===== src/rtl/riscv_pkg.sv =====
// Shared RV32 definitions for the fetch stage and the control unit.
// Latency: n/a (types and constants only).
// Backpressure: n/a.
package riscv_pkg;

    localparam int XLEN = 32;
    localparam int ILEN = 32;

    localparam logic [XLEN-1:0] RESET_VECTOR = 32'hBFC0_0000;
    localparam logic [ILEN-1:0] INSTR_NOP    = 32'h0000_0013;   // addi x0, x0, 0

    // Major opcodes, shared with the control unit decoder.
    localparam logic [6:0] OP_IMM    = 7'b0010011;
    localparam logic [6:0] OP_BRANCH = 7'b1100011;
    localparam logic [6:0] OP_JAL    = 7'b1101111;
    localparam logic [6:0] OP_JALR   = 7'b1100111;
    localparam logic [6:0] OP_LOAD   = 7'b0000011;
    localparam logic [6:0] OP_STORE  = 7'b0100011;

    // Width of the count of killed responses still owed by memory. Every
    // redirect can add at most DEPTH, so this only overflows if memory
    // withholds responses across a long burst of redirects.
    localparam int DROP_W = 8;

    typedef struct packed {
        logic [ILEN-1:0] instr;
        logic [XLEN-1:0] pc;
    } fetch_entry_t;

    typedef enum logic {
        FETCH_RUN   = 1'b0,
        FETCH_FLUSH = 1'b1
    } fetch_state_e;

    function automatic logic [XLEN-1:0] word_align(input logic [XLEN-1:0] addr);
        return {addr[XLEN-1:2], 2'b00};
    endfunction

endpackage


===== src/rtl/fetch_fifo.sv =====
// Small synchronous FIFO of fetch_entry_t with a single-cycle flush.
// Latency: push visible at head_dat_o the cycle after the push.
// Backpressure: push is ignored when full unless a pop happens in the same cycle.
//
// Ports: clk_i/rst_ni clock and async active-low reset; push_i/push_dat_i
// write; pop_i removes the head; flush_i empties the FIFO and wins over
// push/pop; head_dat_o is the oldest entry (undefined when empty_o);
// full_o/empty_o/count_o report occupancy.
module fetch_fifo
    import riscv_pkg::*;
#(
    parameter  int DEPTH = 2,
    localparam int PTR_W = (DEPTH > 1) ? $clog2(DEPTH) : 1,
    localparam int CNT_W = $clog2(DEPTH + 1)
) (
    input  logic             clk_i,
    input  logic             rst_ni,
    input  logic             push_i,
    input  fetch_entry_t     push_dat_i,
    input  logic             pop_i,
    input  logic             flush_i,
    output fetch_entry_t     head_dat_o,
    output logic             full_o,
    output logic             empty_o,
    output logic [CNT_W-1:0] count_o
);

    localparam logic [CNT_W-1:0] DEPTH_C = CNT_W'(DEPTH);

    fetch_entry_t     mem_q [DEPTH];
    logic [PTR_W-1:0] wr_ptr_q, wr_ptr_d;
    logic [PTR_W-1:0] rd_ptr_q, rd_ptr_d;
    logic [CNT_W-1:0] count_q, count_d;
    logic             do_push, do_pop, mem_we;

    assign do_pop  = pop_i && (count_q != '0);
    // A pop frees the slot, so push-while-full is fine when paired with a pop.
    assign do_push = push_i && ((count_q != DEPTH_C) || do_pop);
    assign mem_we  = do_push && !flush_i;

    always_comb begin
        wr_ptr_d = wr_ptr_q;
        rd_ptr_d = rd_ptr_q;
        count_d  = count_q;
        if (flush_i) begin
            wr_ptr_d = '0;
            rd_ptr_d = '0;
            count_d  = '0;
        end else begin
            if (do_push) wr_ptr_d = wr_ptr_q + PTR_W'(1);
            if (do_pop)  rd_ptr_d = rd_ptr_q + PTR_W'(1);
            case ({do_push, do_pop})
                2'b10:   count_d = count_q + CNT_W'(1);
                2'b01:   count_d = count_q - CNT_W'(1);
                default: count_d = count_q;
            endcase
        end
    end

    always_ff @(posedge clk_i or negedge rst_ni) begin
        if (!rst_ni) begin
            wr_ptr_q <= '0;
            rd_ptr_q <= '0;
            count_q  <= '0;
        end else begin
            wr_ptr_q <= wr_ptr_d;
            rd_ptr_q <= rd_ptr_d;
            count_q  <= count_d;
        end
    end

    // Payload storage carries no reset; consumers qualify it with empty_o.
    always_ff @(posedge clk_i) begin
        if (mem_we) mem_q[wr_ptr_q] <= push_dat_i;
    end

    assign head_dat_o = mem_q[rd_ptr_q];
    assign full_o     = (count_q == DEPTH_C);
    assign empty_o    = (count_q == '0);
    assign count_o    = count_q;

endmodule


===== src/rtl/instr_fetch_unit.sv =====
// Fetch stage: owns the PC, issues word reads, queues {instr, pc} for decode.
// Latency: gnt in cycle N, rvalid N+1, instr_valid_o N+2; 1 instr/cycle sustained.
// Backpressure: stops requesting once queued + outstanding fetches reach DEPTH.
//
// Ports: clk_i/rst_ni clock and async active-low reset; imem_* is the
// req/gnt/rvalid instruction memory port (responses in request order);
// instr_valid_o/instr_ready_i hand instr_o, pc_o and pc_plus4_o to decode;
// PCSrc_i/pc_target_i redirect fetch and kill everything younger.
// ADDR_WIDTH/INSTR_WIDTH must match XLEN/ILEN of riscv_pkg, which size the
// queue entries.
module instr_fetch_unit
    import riscv_pkg::*;
#(
    parameter int                    ADDR_WIDTH  = XLEN,
    parameter int                    INSTR_WIDTH = ILEN,
    parameter logic [ADDR_WIDTH-1:0] RESET_PC    = 32'hBFC0_0000,
    parameter int                    DEPTH       = 2
) (
    input  logic                   clk_i,
    input  logic                   rst_ni,
    output logic                   imem_req_o,
    output logic [ADDR_WIDTH-1:0]  imem_addr_o,
    input  logic                   imem_gnt_i,
    input  logic                   imem_rvalid_i,
    input  logic [INSTR_WIDTH-1:0] imem_rdata_i,
    output logic                   instr_valid_o,
    input  logic                   instr_ready_i,
    output logic [INSTR_WIDTH-1:0] instr_o,
    output logic [ADDR_WIDTH-1:0]  pc_o,
    output logic [ADDR_WIDTH-1:0]  pc_plus4_o,
    input  logic                   PCSrc_i,
    input  logic [ADDR_WIDTH-1:0]  pc_target_i
);

    localparam int               CNT_W   = $clog2(DEPTH + 1);
    localparam logic [CNT_W:0]   DEPTH_C = (CNT_W + 1)'(DEPTH);

    logic [ADDR_WIDTH-1:0] fetch_pc_q, fetch_pc_d;
    logic [CNT_W-1:0]      outstanding_q, outstanding_d;
    logic [DROP_W-1:0]     drop_q, drop_d;
    logic                  issue_en_q, issue_en_d;
    logic                  req_seen_q, req_seen_d;
    fetch_state_e          state_q;

    fetch_entry_t          q_push_dat, q_head;
    logic                  q_push, q_full, q_empty;
    logic [CNT_W-1:0]      q_count;
    fetch_entry_t          pend_push_dat, pend_head;
    logic                  pend_full, pend_empty;
    logic [CNT_W-1:0]      pend_count;

    logic                  pop, hs, rsp_drop, rsp_take;
    logic [CNT_W:0]        in_use;
    logic [CNT_W-1:0]      out_after;
    logic [DROP_W-1:0]     drop_after;

    // ---------------------------------------------------------------
    // Issue: capacity counts words already queued plus words still in
    // flight, so every granted fetch is guaranteed a queue slot. The head
    // being popped this cycle frees its slot immediately, which is what
    // sustains one instruction per cycle with DEPTH=2.
    // ---------------------------------------------------------------
    assign pop    = instr_valid_o && instr_ready_i;
    assign in_use = (CNT_W + 1)'(q_count) + (CNT_W + 1)'(outstanding_q)
                  - (CNT_W + 1)'(pop);

    // issue_en_q holds off requests for the reset cycle itself, so the
    // request output is low while reset is asserted.
    assign imem_req_o  = issue_en_q && !PCSrc_i && (in_use < DEPTH_C);
    assign imem_addr_o = fetch_pc_q;
    assign hs          = imem_req_o && imem_gnt_i;

    // ---------------------------------------------------------------
    // Responses: while killed fetches are still owed (FLUSH) the next
    // rvalid belongs to one of them. An rvalid with nothing owed at all is
    // a leftover from before reset and is ignored.
    // ---------------------------------------------------------------
    assign rsp_drop = imem_rvalid_i && (state_q == FETCH_FLUSH);
    assign rsp_take = imem_rvalid_i && (state_q == FETCH_RUN) && (outstanding_q != '0);

    assign out_after  = outstanding_q - CNT_W'(rsp_take);
    assign drop_after = drop_q - DROP_W'(rsp_drop);

    always_comb begin
        fetch_pc_d    = fetch_pc_q;
        outstanding_d = out_after + CNT_W'(hs);
        drop_d        = drop_after;
        issue_en_d    = 1'b1;
        req_seen_d    = req_seen_q | hs;
        if (hs) fetch_pc_d = fetch_pc_q + ADDR_WIDTH'(4);
        if (PCSrc_i) begin
            // Everything still in flight is now owed as a discard; a word
            // arriving this very cycle has already been subtracted.
            fetch_pc_d    = word_align(pc_target_i);
            outstanding_d = '0;
            drop_d        = drop_after + DROP_W'(out_after);
        end
    end

    always_ff @(posedge clk_i or negedge rst_ni) begin
        if (!rst_ni) begin
            fetch_pc_q    <= RESET_PC;
            outstanding_q <= '0;
            drop_q        <= '0;
            issue_en_q    <= 1'b0;
            req_seen_q    <= 1'b0;
        end else begin
            fetch_pc_q    <= fetch_pc_d;
            outstanding_q <= outstanding_d;
            drop_q        <= drop_d;
            issue_en_q    <= issue_en_d;
            req_seen_q    <= req_seen_d;
        end
    end

    // RUN/FLUSH tracks whether killed responses are still owed; it is in
    // FLUSH exactly when drop_q is nonzero. New fetches may issue in FLUSH.
    always_ff @(posedge clk_i or negedge rst_ni) begin
        if (!rst_ni) begin
            state_q <= FETCH_RUN;
        end else begin
            case (state_q)
                FETCH_RUN:   if (PCSrc_i && (drop_d != '0)) state_q <= FETCH_FLUSH;
                FETCH_FLUSH: if (drop_d == '0)              state_q <= FETCH_RUN;
                default:                                    state_q <= FETCH_RUN;
            endcase
        end
    end

    // ---------------------------------------------------------------
    // Pending-PC FIFO: the address of each granted fetch, matched to its
    // response by order. Only the pc field is meaningful.
    // ---------------------------------------------------------------
    assign pend_push_dat = '{instr: '0, pc: fetch_pc_q};

    fetch_fifo #(.DEPTH(DEPTH)) u_pend_fifo (
        .clk_i      (clk_i),
        .rst_ni     (rst_ni),
        .push_i     (hs),
        .push_dat_i (pend_push_dat),
        .pop_i      (rsp_take),
        .flush_i    (PCSrc_i),
        .head_dat_o (pend_head),
        .full_o     (pend_full),
        .empty_o    (pend_empty),
        .count_o    (pend_count)
    );

    // Instruction queue. A word returning in a redirect cycle is dropped.
    assign q_push     = rsp_take && !PCSrc_i;
    assign q_push_dat = '{instr: imem_rdata_i, pc: pend_head.pc};

    fetch_fifo #(.DEPTH(DEPTH)) u_instr_q (
        .clk_i      (clk_i),
        .rst_ni     (rst_ni),
        .push_i     (q_push),
        .push_dat_i (q_push_dat),
        .pop_i      (pop),
        .flush_i    (PCSrc_i),
        .head_dat_o (q_head),
        .full_o     (q_full),
        .empty_o    (q_empty),
        .count_o    (q_count)
    );

    // Outputs come straight from queue storage; rdata never reaches instr_o
    // in the same cycle.
    assign instr_valid_o = !q_empty;
    assign instr_o       = q_empty ? INSTR_NOP : q_head.instr;
    assign pc_o          = q_empty ? RESET_PC  : q_head.pc;
    assign pc_plus4_o    = pc_o + ADDR_WIDTH'(4);

    // ---------------------------------------------------------------
    // Invariants
    // ---------------------------------------------------------------
    a_capacity: assert property (@(posedge clk_i) disable iff (!rst_ni)
        ((CNT_W + 1)'(q_count) + (CNT_W + 1)'(outstanding_q)) <= DEPTH_C);

    a_no_orphan_rvalid: assert property (@(posedge clk_i) disable iff (!rst_ni)
        !(imem_rvalid_i && req_seen_q && (outstanding_q == '0) && (drop_q == '0)));

    a_pend_tracks_outstanding: assert property (@(posedge clk_i) disable iff (!rst_ni)
        pend_count == outstanding_q);

    a_pend_no_overflow: assert property (@(posedge clk_i) disable iff (!rst_ni)
        !(hs && pend_full));

    a_pend_no_underflow: assert property (@(posedge clk_i) disable iff (!rst_ni)
        !(rsp_take && pend_empty));

    a_pend_pc_only: assert property (@(posedge clk_i) disable iff (!rst_ni)
        pend_empty || (pend_head.instr == '0));

    a_queue_no_overflow: assert property (@(posedge clk_i) disable iff (!rst_ni)
        !(q_push && q_full && !pop));

    a_flush_state: assert property (@(posedge clk_i) disable iff (!rst_ni)
        (state_q == FETCH_FLUSH) == (drop_q != '0));

endmodule


===== config.mk =====
export PLATFORM = sky130hd
export DESIGN_NAME = instr_fetch_unit
export DESIGN_NICKNAME = d
export VERILOG_FILES = /design/src/rtl/riscv_pkg.sv /design/src/rtl/fetch_fifo.sv /design/src/rtl/instr_fetch_unit.sv
export SDC_FILE = /design/constraint.sdc
export NUM_CORES = 1
export LEC_CHECK = 0
export CORE_ASPECT_RATIO = 0.5
export CORE_MARGIN = 2
export CORE_UTILIZATION = 25
export DETAILED_ROUTE_END_ITERATION = 16
export SLEW_MARGIN = 20
export SYNTH_ARGS = -nofsm -noshare
export SYNTH_HDL_FRONTEND = slang
export SYNTH_SLANG_ARGS = --single-unit

===== constraint.sdc =====
create_clock -name clk_i -period 11 [get_ports clk_i]
set_input_delay 2.75 -clock clk_i [delete_from_list [all_inputs] [get_ports clk_i]]
set_output_delay 2.75 -clock clk_i [all_outputs]
set_load 0.02 [all_outputs]

==> impl_metrics.env, run 1 <==
export IMPL_worstSkewPairLatency_ns=0.52
export IMPL_coreArea_sq_um=42300
export IMPL_final_fill_count=4201
export IMPL_worst_endpoint_required_ns=8.25
export IMPL_yosys_area_top_type="edfxtp_1"
export IMPL_synthTopCellsByArea="edfxtp_1 (51%), dfrtp_1 (9.5%), mux2i_1 (6.0%)"
export IMPL_synth_flop_cell="edfxtp_1"
export IMPL_setup_violations=0
export IMPL_tightest_slew_ns=0.935
export IMPL_dp_cells=1550
export IMPL_period_share_pct=73.4
export IMPL_clock_skew_final_ns=0.0126
export IMPL_placed_cell_area_sq_um=13300
export IMPL_holdBufCountCts=0
export IMPL_rows=53
export IMPL_worstReg2RegEnd="imem_addr_o[13]"
export IMPL_synth_edf_count=184
export IMPL_die_w_microns=298
export IMPL_drtIter0Drc=444
export IMPL_synth_top_area_share_pct=51.2
export IMPL_ant_nets=0
export IMPL_final_area_sq_um=14000
export IMPL_multi_input_area_sq_um=3660
export IMPL_diodes=0
export IMPL_synth_distinct_cells=71
export IMPL_maxSlewHeadroom_pct=37.2
export IMPL_drt_total_wl_microns=26800
export IMPL_die_area_sq_um=45000
export IMPL_grt_max_degree=63
export IMPL_cts_tree="yes"
export IMPL_irDropWorstVdd_uv=122
export IMPL_maxSlewViolCount=0
export IMPL_drc=0
export IMPL_endpoint_kind="output port"
export IMPL_drt_pass1_iter_count=5
export IMPL_hold_slack_ns=0.504
export IMPL_timing_reg2reg_worst_path_depth=14
export IMPL_async_flop_share_pct=21.4
export IMPL_netlist_instances=810
export IMPL_cts_buffers=26
export IMPL_yosys_warnings=0
export IMPL_drive_above_1_share_pct=12.6
export IMPL_hold_path_class="flop to flop"
export IMPL_post_route_util_pct=33.2
export IMPL_max_freq_mhz=124
export IMPL_seq_area_sq_um=6790
export IMPL_num_io_pins=200
export IMPL_grt_pass1_vias=7206
export IMPL_cap_viol_max_count=0
export IMPL_cts_setup_buffers=0
export IMPL_grt_antenna_before_repair=0
export IMPL_htreeDepth=1
export IMPL_gp_congestion=0.872
export IMPL_status="completed"
export IMPL_clock_sinks=234
export IMPL_synth_seq_cells=234
export IMPL_place_hpwl_microns=18800
export IMPL_cts_resized=0
export IMPL_rsz0062_at_grt="false"
export IMPL_via_count=7092
export IMPL_vias_per_cell=4.44
export IMPL_yosysMostFrequentCell="edfxtp_1"
export IMPL_ys_seq_area_share_pct=62.9
export IMPL_grt_pass1_wl_microns=41000
export IMPL_yosys_top_cells_count="edfxtp_1 (184), nor2_1 (75), nand2_1 (67), mux2i_1 (65), dfrtp_1 (41)"
export IMPL_finalHoldViolations=0
export IMPL_arrival_ns=5.32
export IMPL_grt_total_usage_pct=11.5
export IMPL_p_leak_nw=4.73
export IMPL_tns_ns=0
export IMPL_fin_crit_ns=8.07
export IMPL_worstSetupPathType="input port to output port"
export IMPL_gr_total_overflow=0
export IMPL_final_cell_count_no_fill=1598
export IMPL_r2r_start="u_instr_q.count_o[1]"
export IMPL_final_nets=1083
export IMPL_cts_root_buf="clkbuf_16"
export IMPL_chipHeight_microns=151
export IMPL_initial_core_util_pct=25.5
export IMPL_critPathMaxFanout=6
export IMPL_cts_clk_slew_worst_paths_ns=0.06
export IMPL_synthToLayoutAreaGrowth_pct=30.0
export IMPL_synth_area_sq_um=10800
export IMPL_clockBufferDepth=3
export IMPL_portBuffers=191
export IMPL_critPathLaunch="instr_ready_i"
export IMPL_r2r_slack_ns=5.47
export IMPL_critPathCapture="imem_req_o"
export IMPL_power_density_nw_per_um2=145
export IMPL_wl_per_cell_microns=16.8
export IMPL_synth_area_per_cell_sq_um=13.3
export IMPL_start_kind="input port"
-- stage by stage --
stage	worst slack (ns)	total power, mW
2_1_floorplan	1.14	1.17
3_3_place_gp	2.83	1.25
3_5_place_dp	2.89	1.27
4_1_cts	2.88	2.06
5_1_grt	2.73	2.12
6_report	2.93	2.03
-- how the worst min path moves through the flow --
stage / startpoint / to / slack, ns / cells after the start
5_1_grt: drop_q[7] / drop_q[7] / 0.52 / 2
2_1_floorplan: drop_q[7] / drop_q[7] / 0.46 / 2
3_3_place_gp: drop_q[7] / drop_q[7] / 0.48 / 2
3_5_place_dp: drop_q[7] / drop_q[7] / 0.48 / 2
4_1_cts: drop_q[7] / drop_q[7] / 0.50 / 2
6_report: drop_q[7] / drop_q[7] / 0.50 / 2
-- layer usage --
| metal | global-route usage (%) | up-vias | share of wire [%] | wire, microns |
|---|---|---|---|---|
| met5 | 0 | - | 0 | 0 |
| met4 | 4.37 | 0 | 3.4 | 911 |
| met3 | 1.42 | 47 | 2.8 | 763 |
| met2 | 22.0 | 136 | 55 | 14600 |
| met1 | 13.2 | 3523 | 39 | 10500 |
| li1 | - | 3386 | - | - |
-- flip-flops by register name, summed over array words and instances (netlist names) --
signal,flops
state_q,1
u_pend_fifo.wr_ptr_q,1
outstanding_q,2
u_instr_q.mem_q,124
u_pend_fifo.count_o,2
issue_en_q,1
u_pend_fifo.mem_q,60
u_instr_q.count_o,2
imem_addr_o,30
drop_q,8
u_pend_fifo.rd_ptr_q,1
u_instr_q.wr_ptr_q,1
u_instr_q.rd_ptr_q,1
-- cell families after synthesis --
family | count (synthesis) | synth area share (%)
AND/OR/NAND/NOR | 260 | 12.8
buffers and inverters | 72 | 3.52
other | 2 | 0.0696
AO/OA/AOI/OAI | 95 | 6.58
flip-flops | 234 | 62.9
adder cells (fa/ha/maj) | 12 | 1.53
multiplexers | 97 | 9.37
XOR/XNOR | 38 | 3.21
-- layout make-up --
| type | instances | share of cell area (%) |
|---|---|---|
| clock buffer | 32 | 4.80 |
| sequential | 234 | 48.4 |
| clock inverter | 16 | 0.740 |
| tap | 577 | 5.14 |
| timing repair buffer | 201 | 14.1 |
| inverter | 29 | 0.785 |
| multi-input combinational | 509 | 26.1 |
-- critical path: stages --
cell	delay (ns)
clkdlybuf4s50_1	0.59
and2_1	0.22
ha_1	0.24
nand2b_1	0.16
fa_1	0.38
xnor2_1	0.14
nor3_1	0.21
clkdlybuf4s50_1	0.64
-- where the power goes --
group	switching, mW	total [mW]	internal, mW
Clock	0.343	0.781	0.439
Sequential	0.0454	1.04	0.998
Combinational	0.108	0.205	0.0974
Total	0.496	2.03	1.53
-- layout by cell type, fill, tap and decap left out, types with 4 or more instances in the layout --
cell	count
clkinv_1	6
nand3_1	25
nor3_1	19
or3_1	4
a31o_2	4
clkinv_2	5
conb_1	7
a221o_1	6
nor2b_1	4
inv_1	27
xor2_1	25
mux2i_1	65
nand4_1	11
and2_1	5
and3_1	8
a21oi_1	7
nand2_1	67
clkdlybuf4s50_1	189
clkbuf_1	6
nand4_2	4
a21o_1	5
dfrtp_1	40
buf_4	10
xnor2_1	12
a31oi_1	9
mux2_2	32
dfstp_2	9
o211ai_1	7
o21ai_0	26
nor4_1	5
nor2_1	74
o311ai_0	6
clkbuf_16	26
ha_1	10
nor4_2	5
nand3b_1	5
edfxtp_1	184
No activity file was read; power rests on OpenSTA's default activity.
==> run 2, diff against run 1 <==
clock period = 6.89 ns   (was 11 ns; I/O delays follow)
==> run 2 against run 1 <==
  * Hold slack improved by 0.011 ns
  * Setup slack got worse by 2.2 ns
  * Combinational power rose by 60%
  * Total power rose by 61%
  * Core utilization barely moved
  * Register-to-register slack got worse by 3.3 ns
  * Sequential power rose by 61%
  * Clock power rose by 64%
  * Cell count fell by 0.31%
  * Clock skew rose by 0.021 ns
==> impl_metrics.env, run 2 (synthesized netlist as in run 1, its figures left out) <==
export IMPL_dp_slack_ns=0.867
export IMPL_initial_core_util_pct=25.5
export IMPL_cts_tree="yes"
export IMPL_power_density_nw_per_um2=233
export IMPL_critPathMaxFanout=45
export IMPL_rows=53
export IMPL_drtIter0Drc=441
export IMPL_p_sw_share_pct=23.3
export IMPL_p_leak_nw=4.73
export IMPL_maxSlewHeadroom_pct=35.2
export IMPL_slowest_stage="dfrtp_4"
export IMPL_p_clk_share_pct=39.1
export IMPL_place_hpwl_microns=19000
export IMPL_cts_clk_slew_worst_paths_ns=0.06
export IMPL_die_area_sq_um=45000
export IMPL_gr_total_overflow=0
export IMPL_drt_pass1_iter_count=5
export IMPL_status="completed"
export IMPL_grt_antenna_before_repair=0
export IMPL_die_w_microns=298
export IMPL_drt_total_wl_microns=26700
export IMPL_arrival_ns=4.39
export IMPL_fin_crit_ns=6.12
export IMPL_coreArea_sq_um=42300
export IMPL_tightest_slew_ns=0.964
export IMPL_cts_buffers=24
export IMPL_tns_ns=0
export IMPL_final_common_cell="clkdlybuf4s50_1"
export IMPL_hold_path_class="flop to flop"
export IMPL_chipHeight_microns=151
export IMPL_holdBufCountCts=0
export IMPL_max_freq_mhz=164
export IMPL_htreeDepth=1
export IMPL_worstSkewPairLatency_ns=0.52
export IMPL_diodes=0
export IMPL_via_count=7152
export IMPL_worstSetupPathType="flop to output port"
export IMPL_worst_endpoint_required_ns=5.17
export IMPL_gp_congestion=0.843
export IMPL_grt_max_degree=63
export IMPL_cts_setup_buffers=0
export IMPL_clock_skew_final_ns=0.0336
export IMPL_cts_resized=0
export IMPL_max_stage_delay_ns=0.90
export IMPL_final_cell_mix="clkdlybuf4s50_1 (189), edfxtp_1 (184), nor2_1 (74)"
export IMPL_combinationalPowerShare_pct=10.0
export IMPL_endpoint_kind="output port"
export IMPL_wl_per_cell_microns=16.8
export IMPL_synthToLayoutAreaGrowth_pct=30.1
export IMPL_ant_nets=0
export IMPL_num_io_pins=200
export IMPL_cts_root_buf="clkbuf_16"
export IMPL_drive_above_1_share_pct=12.3
export IMPL_cap_viol_max_count=0
export IMPL_drc=0
export IMPL_portBuffers=191
export IMPL_setup_violations=0
export IMPL_maxSlewViolCount=0
export IMPL_grt_total_usage_pct=11.4
export IMPL_worst_slack_ns=0.774
export IMPL_vias_per_cell=4.49
export IMPL_regMostFlops="u_instr_q.mem_q"
export IMPL_start_kind="flop"
export IMPL_clockBufferDepth=3
export IMPL_p_sw_uw=764
export IMPL_sequentialPowerShare_pct=51.0
export IMPL_grt_pass1_wl_microns=41000
export IMPL_grt_pass1_vias=7294
export IMPL_irDropWorstVdd_uv=178
export IMPL_largest_register_ffs=124
export IMPL_path_cells="mux2i_1 -> or2_2 -> inv_1 -> ha_1 -> nor4b_4 -> nand4_1 -> nor4b_2 -> xor2_1 -> clkdlybuf4s50_1"
export IMPL_finalHoldViolations=0
export IMPL_clock_sinks=234
export IMPL_final_nets=1081
export IMPL_rsz0062_at_grt="false"
export IMPL_intPower_mw=2.51
export IMPL_period_share_pct=88.8
-- run 2: cell types whose count changed in the layout (fill, tap and decap cells not counted), sizes merged --
cell      delta
clkinvlp     -2
inv          -2
clkbuf       +1
clkinv       -5
bufinv       +3
-- run 2: routing by layer --
metal | wire length [microns] | vias up | GRT usage [%]
li1 | - | 3378 | -
met1 | 10400 | 3572 | 12.9
met2 | 14600 | 153 | 22.6
met3 | 808 | 49 | 1.39
met4 | 823 | 0 | 3.57
met5 | 0 | - | 0
-- run 2: power by group through the flow --
| stage | registers (mW) | clock network [mW] | logic, mW |
|---|---|---|---|
| 2_1_floorplan | 1.69 | 0 | 0.173 |
| 3_3_place_gp | 1.69 | 0 | 0.314 |
| 3_5_place_dp | 1.70 | 0 | 0.328 |
| 4_1_cts | 1.67 | 1.31 | 0.330 |
| 5_1_grt | 1.68 | 1.37 | 0.356 |
| 6_report | 1.67 | 1.28 | 0.327 |
-- run 2: layout make-up --
cell class / instances / area, sq um
Fill cell: 4196 / 28300
Multi-Input combinational cell: 509 / 3670
Inverter: 29 / 110
Clock buffer: 33 / 634
Tap cell: 577 / 722
Timing Repair Buffer: 201 / 1980
Sequential cell: 234 / 6790
Clock inverter: 10 / 141
-- run 2: final timing paths --
kind / cells past startpoint / from / slack, ns / end
worst max register to register: 12 / u_instr_q.count_o[1] / 2.13 / u_pend_fifo.mem_q[0][3]
worst min register to register: 2 / drop_q[7] / 0.52 / drop_q[7]
worst min-delay path: 2 / drop_q[7] / 0.52 / drop_q[7]
min in group asynchronous: 2 / rst_ni / 1.31 / imem_addr_o[30]
worst max-delay path: 9 / u_instr_q.rd_ptr_q / 0.77 / pc_plus4_o[28]
max in group asynchronous: 2 / rst_ni / 5.07 / u_instr_q.rd_ptr_q
-- run 2: stage by stage --
stage	hold WS (ns)	area [sq um]	power [mW]	instances	util, %
after global routing	0.547	14000	3.40	1593	33.2
after floorplan	0.463	10800	1.87	815	-
after detailed placement	0.507	13300	2.02	1550	31.4
final	0.516	14000	3.27	1593	33.2
after global placement	0.482	13300	2.00	1550	31.4
after CTS	0.518	14000	3.31	1593	33.2
-- run 2: worst max-delay path, delay by kind of cell (launching register included) --
family	cells	cell delay [ns]
xor+xnor	1	0.19
mux	1	0.30
flops	1	0.90
fa+ha+maj	1	0.18
buf+inv	2	0.72
simple gates	4	1.50
==> run 3, diff against run 2 <==
ABC_AREA = 1   (was not set)
==> run 3 against run 2 <==
  * Combinational power rose to 6.0 times the previous value
  * Die area rose by 3.7%
  * Area after synthesis is 3.7% higher
  * Count of clock-buffer cells in the layout down 3
  * Core utilization grew 0.11 points
  * Largest cell class unchanged
==> impl_metrics.env, run 3 <==
export IMPL_final_common_cell="nand2_1"
export IMPL_p_sw_share_pct=37.8
export IMPL_coreArea_sq_um=43800
export IMPL_grt_pass1_wl_microns=48000
export IMPL_tightest_slew_ns=0.924
export IMPL_grt_pass1_vias=8318
export IMPL_worstSetupPathType="input port to output port"
export IMPL_critPathMaxFanout=4
export IMPL_period_share_pct=90.1
export IMPL_endpoint_kind="output port"
export IMPL_grt_max_degree=65
export IMPL_clock_sinks=234
export IMPL_muxShareOfSynthArea_pct=0
export IMPL_wl_per_cell_microns=16.0
export IMPL_p_clk_share_pct=27.5
export IMPL_cts_resized=0
export IMPL_maxSlewViolCount=0
export IMPL_worst_endpoint_required_ns=5.17
export IMPL_gr_total_overflow=0
export IMPL_synth_area_sq_um=11200
export IMPL_max_freq_mhz=161
export IMPL_drt_pass1_iter_count=5
export IMPL_grt_antenna_before_repair=1
export IMPL_combinationalPowerShare_pct=38.3
export IMPL_max_stage_delay_ns=0.62
export IMPL_yosys_area_top_type="edfxtp_1"
export IMPL_netlist_instances=1131
export IMPL_portBuffers=191
export IMPL_maxSlewHeadroom_pct=38.3
export IMPL_setup_violations=0
export IMPL_yosysMostFrequentCell="nand2_1"
export IMPL_ys_seq_area_share_pct=60.6
export IMPL_fin_crit_ns=6.21
export IMPL_async_flop_share_pct=21.4
export IMPL_synth_top_family_by_area="simple AND/OR/NAND/NOR gates"
export IMPL_worstPathBufferInverterCount=3
export IMPL_sequentialPowerShare_pct=34.2
export IMPL_multi_input_area_sq_um=3830
export IMPL_synthXorXnorAreaFrac_pct=4.21
export IMPL_drive_above_1_share_pct=9.96
export IMPL_cts_setup_buffers=0
export IMPL_clockBufferDepth=3
export IMPL_p_leak_nw=5.64
export IMPL_hold_path_class="flop to flop"
export IMPL_slowest_stage="clkdlybuf4s50_1"
export IMPL_rows=54
export IMPL_synth_top_area_share_pct=49.3
export IMPL_p_sw_mw=1.94
export IMPL_synthAdderAreaFrac_pct=1.48
export IMPL_rsz0062_at_grt="false"
export IMPL_seq_area_sq_um=6790
export IMPL_vias_per_cell=4.32
export IMPL_drt_total_wl_microns=31000
export IMPL_finalHoldViolations=0
export IMPL_synthTopCellsByArea="edfxtp_1 (49%), nand2_1 (12%), dfrtp_1 (9.2%)"
export IMPL_chipHeight_microns=154
export IMPL_holdBufCountCts=0
export IMPL_cp_common_cell="clkdlybuf4s50_1"
export IMPL_ant_nets=0
export IMPL_irDropWorstVdd_uv=184
export IMPL_synth_compound_area_share_pct=4.92
export IMPL_arrival_ns=4.48
export IMPL_cts_tree="yes"
export IMPL_clock_skew_final_ns=0.0246
export IMPL_synthToLayoutAreaGrowth_pct=30.4
export IMPL_final_cell_mix="nand2_1 (352), clkdlybuf4s50_1 (190), edfxtp_1 (184)"
export IMPL_cts_clk_slew_worst_paths_ns=0.06
export IMPL_largest_register_ffs=124
export IMPL_yosys_warnings=0
export IMPL_drc=0
export IMPL_synth_edf_count=184
export IMPL_intPower_mw=3.19
export IMPL_die_w_microns=303
export IMPL_cts_buffers=26
export IMPL_htreeDepth=1
export IMPL_final_fill_count=4394
export IMPL_place_hpwl_microns=22100
export IMPL_cts_root_buf="clkbuf_16"
export IMPL_fin_total_pwr_mw=5.13
export IMPL_cp_top_family="buffers and inverters"
export IMPL_gp_congestion=0.901
export IMPL_via_count=8354
export IMPL_synth_area_per_cell_sq_um=9.90
export IMPL_status="completed"
export IMPL_tns_ns=0
export IMPL_drtIter0Drc=540
export IMPL_num_io_pins=200
export IMPL_cap_viol_max_count=0
export IMPL_initial_core_util_pct=25.5
export IMPL_final_nets=1408
export IMPL_start_kind="input port"
export IMPL_die_area_sq_um=46600
export IMPL_path_cells="clkdlybuf4s50_1 -> inv_1 -> nor2_1 -> ha_1 -> or2_2 -> fa_1 -> nand3_1 -> nor2_2 -> clkdlybuf4s50_1"
export IMPL_regMostFlops="u_instr_q.mem_q"
export IMPL_synth_distinct_cells=46
export IMPL_synth_flop_cell="edfxtp_1"
export IMPL_power_density_nw_per_um2=351
export IMPL_worstSkewPairLatency_ns=0.55
export IMPL_synthSimpleGateAreaFrac_pct=23.2
export IMPL_synth_seq_cells=234
export IMPL_yosys_top_cells_count="nand2_1 (352), edfxtp_1 (184), nor2_1 (109), inv_1 (90), nand3_1 (53)"
export IMPL_grt_total_usage_pct=13.2
==> run 3: worst register-to-register path: stages, from the launching register on <==
cell	delay, ns
dfrtp_1	0.44
nor2_4	0.65
nor2_1	0.23
ha_1	0.32
or2_2	0.30
fa_1	0.38
xnor2_1	0.17
nor2_2	0.07
nand2_2	0.32
clkinv_1	0.62
ha_1	0.44
o21ai_0	0.17
a21oi_1	0.05
==> run 3: worst paths after layout <==
path	start	end	slack [ns]	cells past startpoint
worst max-delay path	instr_ready_i	imem_req_o	0.68	9
worst max register to register	u_instr_q.count_o[1]	outstanding_q[1]	2.62	12
min in group asynchronous	rst_ni	imem_addr_o[20]	1.30	2
worst min-delay path	imem_addr_o[31]	imem_addr_o[31]	0.53	2
max in group asynchronous	rst_ni	u_instr_q.rd_ptr_q	5.09	2
worst min register to register	imem_addr_o[31]	imem_addr_o[31]	0.53	2
==> run 3: routing by layer <==
metal  part of all wire (%)  track usage (%)  vias to the layer above
met5                      0                0                        -
met4                    4.1             5.39                        0
met3                    2.6             1.57                       67
met2                     53             24.4                      130
met1                     41             15.5                     4030
li1                       -                -                     4127
==> run 3: power groups by stage <==
stage	registers [mW]	logic, mW	clock network (mW)
after CTS	1.76	1.99	1.44
after floorplan	1.78	1.11	0
after global placement	1.78	1.98	0
final	1.76	1.96	1.41
after detailed placement	1.78	1.98	0
after global routing	1.77	2.13	1.50
==> run 3: area by class of cell <==
class | count | area share [%]
Tap cell | 588 | 5.04
Inverter | 99 | 2.54
Timing Repair Buffer | 203 | 13.7
Sequential cell | 234 | 46.5
Antenna cell | 1 | 0.0171
Clock buffer | 30 | 4.63
Multi-Input combinational cell | 762 | 26.2
Clock inverter | 18 | 1.39
==> run 3: cell families after synthesis <==
kind of cell               count (synthesis)
buffers and inverters                    140
xor gates and xnor gates                  53
adders and majority gates                 12
DFF                                      234
AOI/OAI and AO/OA                         91
and+or+nand+nor                          599
other                                      2
==> run 3: stage by stage <==
stage          util, %  setup WS, ns  area, sq um  hold WS, ns  cells
5_1_grt           33.3         0.591        14600        0.563   1935
4_1_cts           33.3         0.686        14600        0.530   1934
6_report          33.3         0.683        14600        0.527   1935
2_1_floorplan        -          1.53        11200        0.483   1136
3_3_place_gp      31.3         0.737        13700        0.514   1886
3_5_place_dp      31.3         0.694        13700        0.520   1886
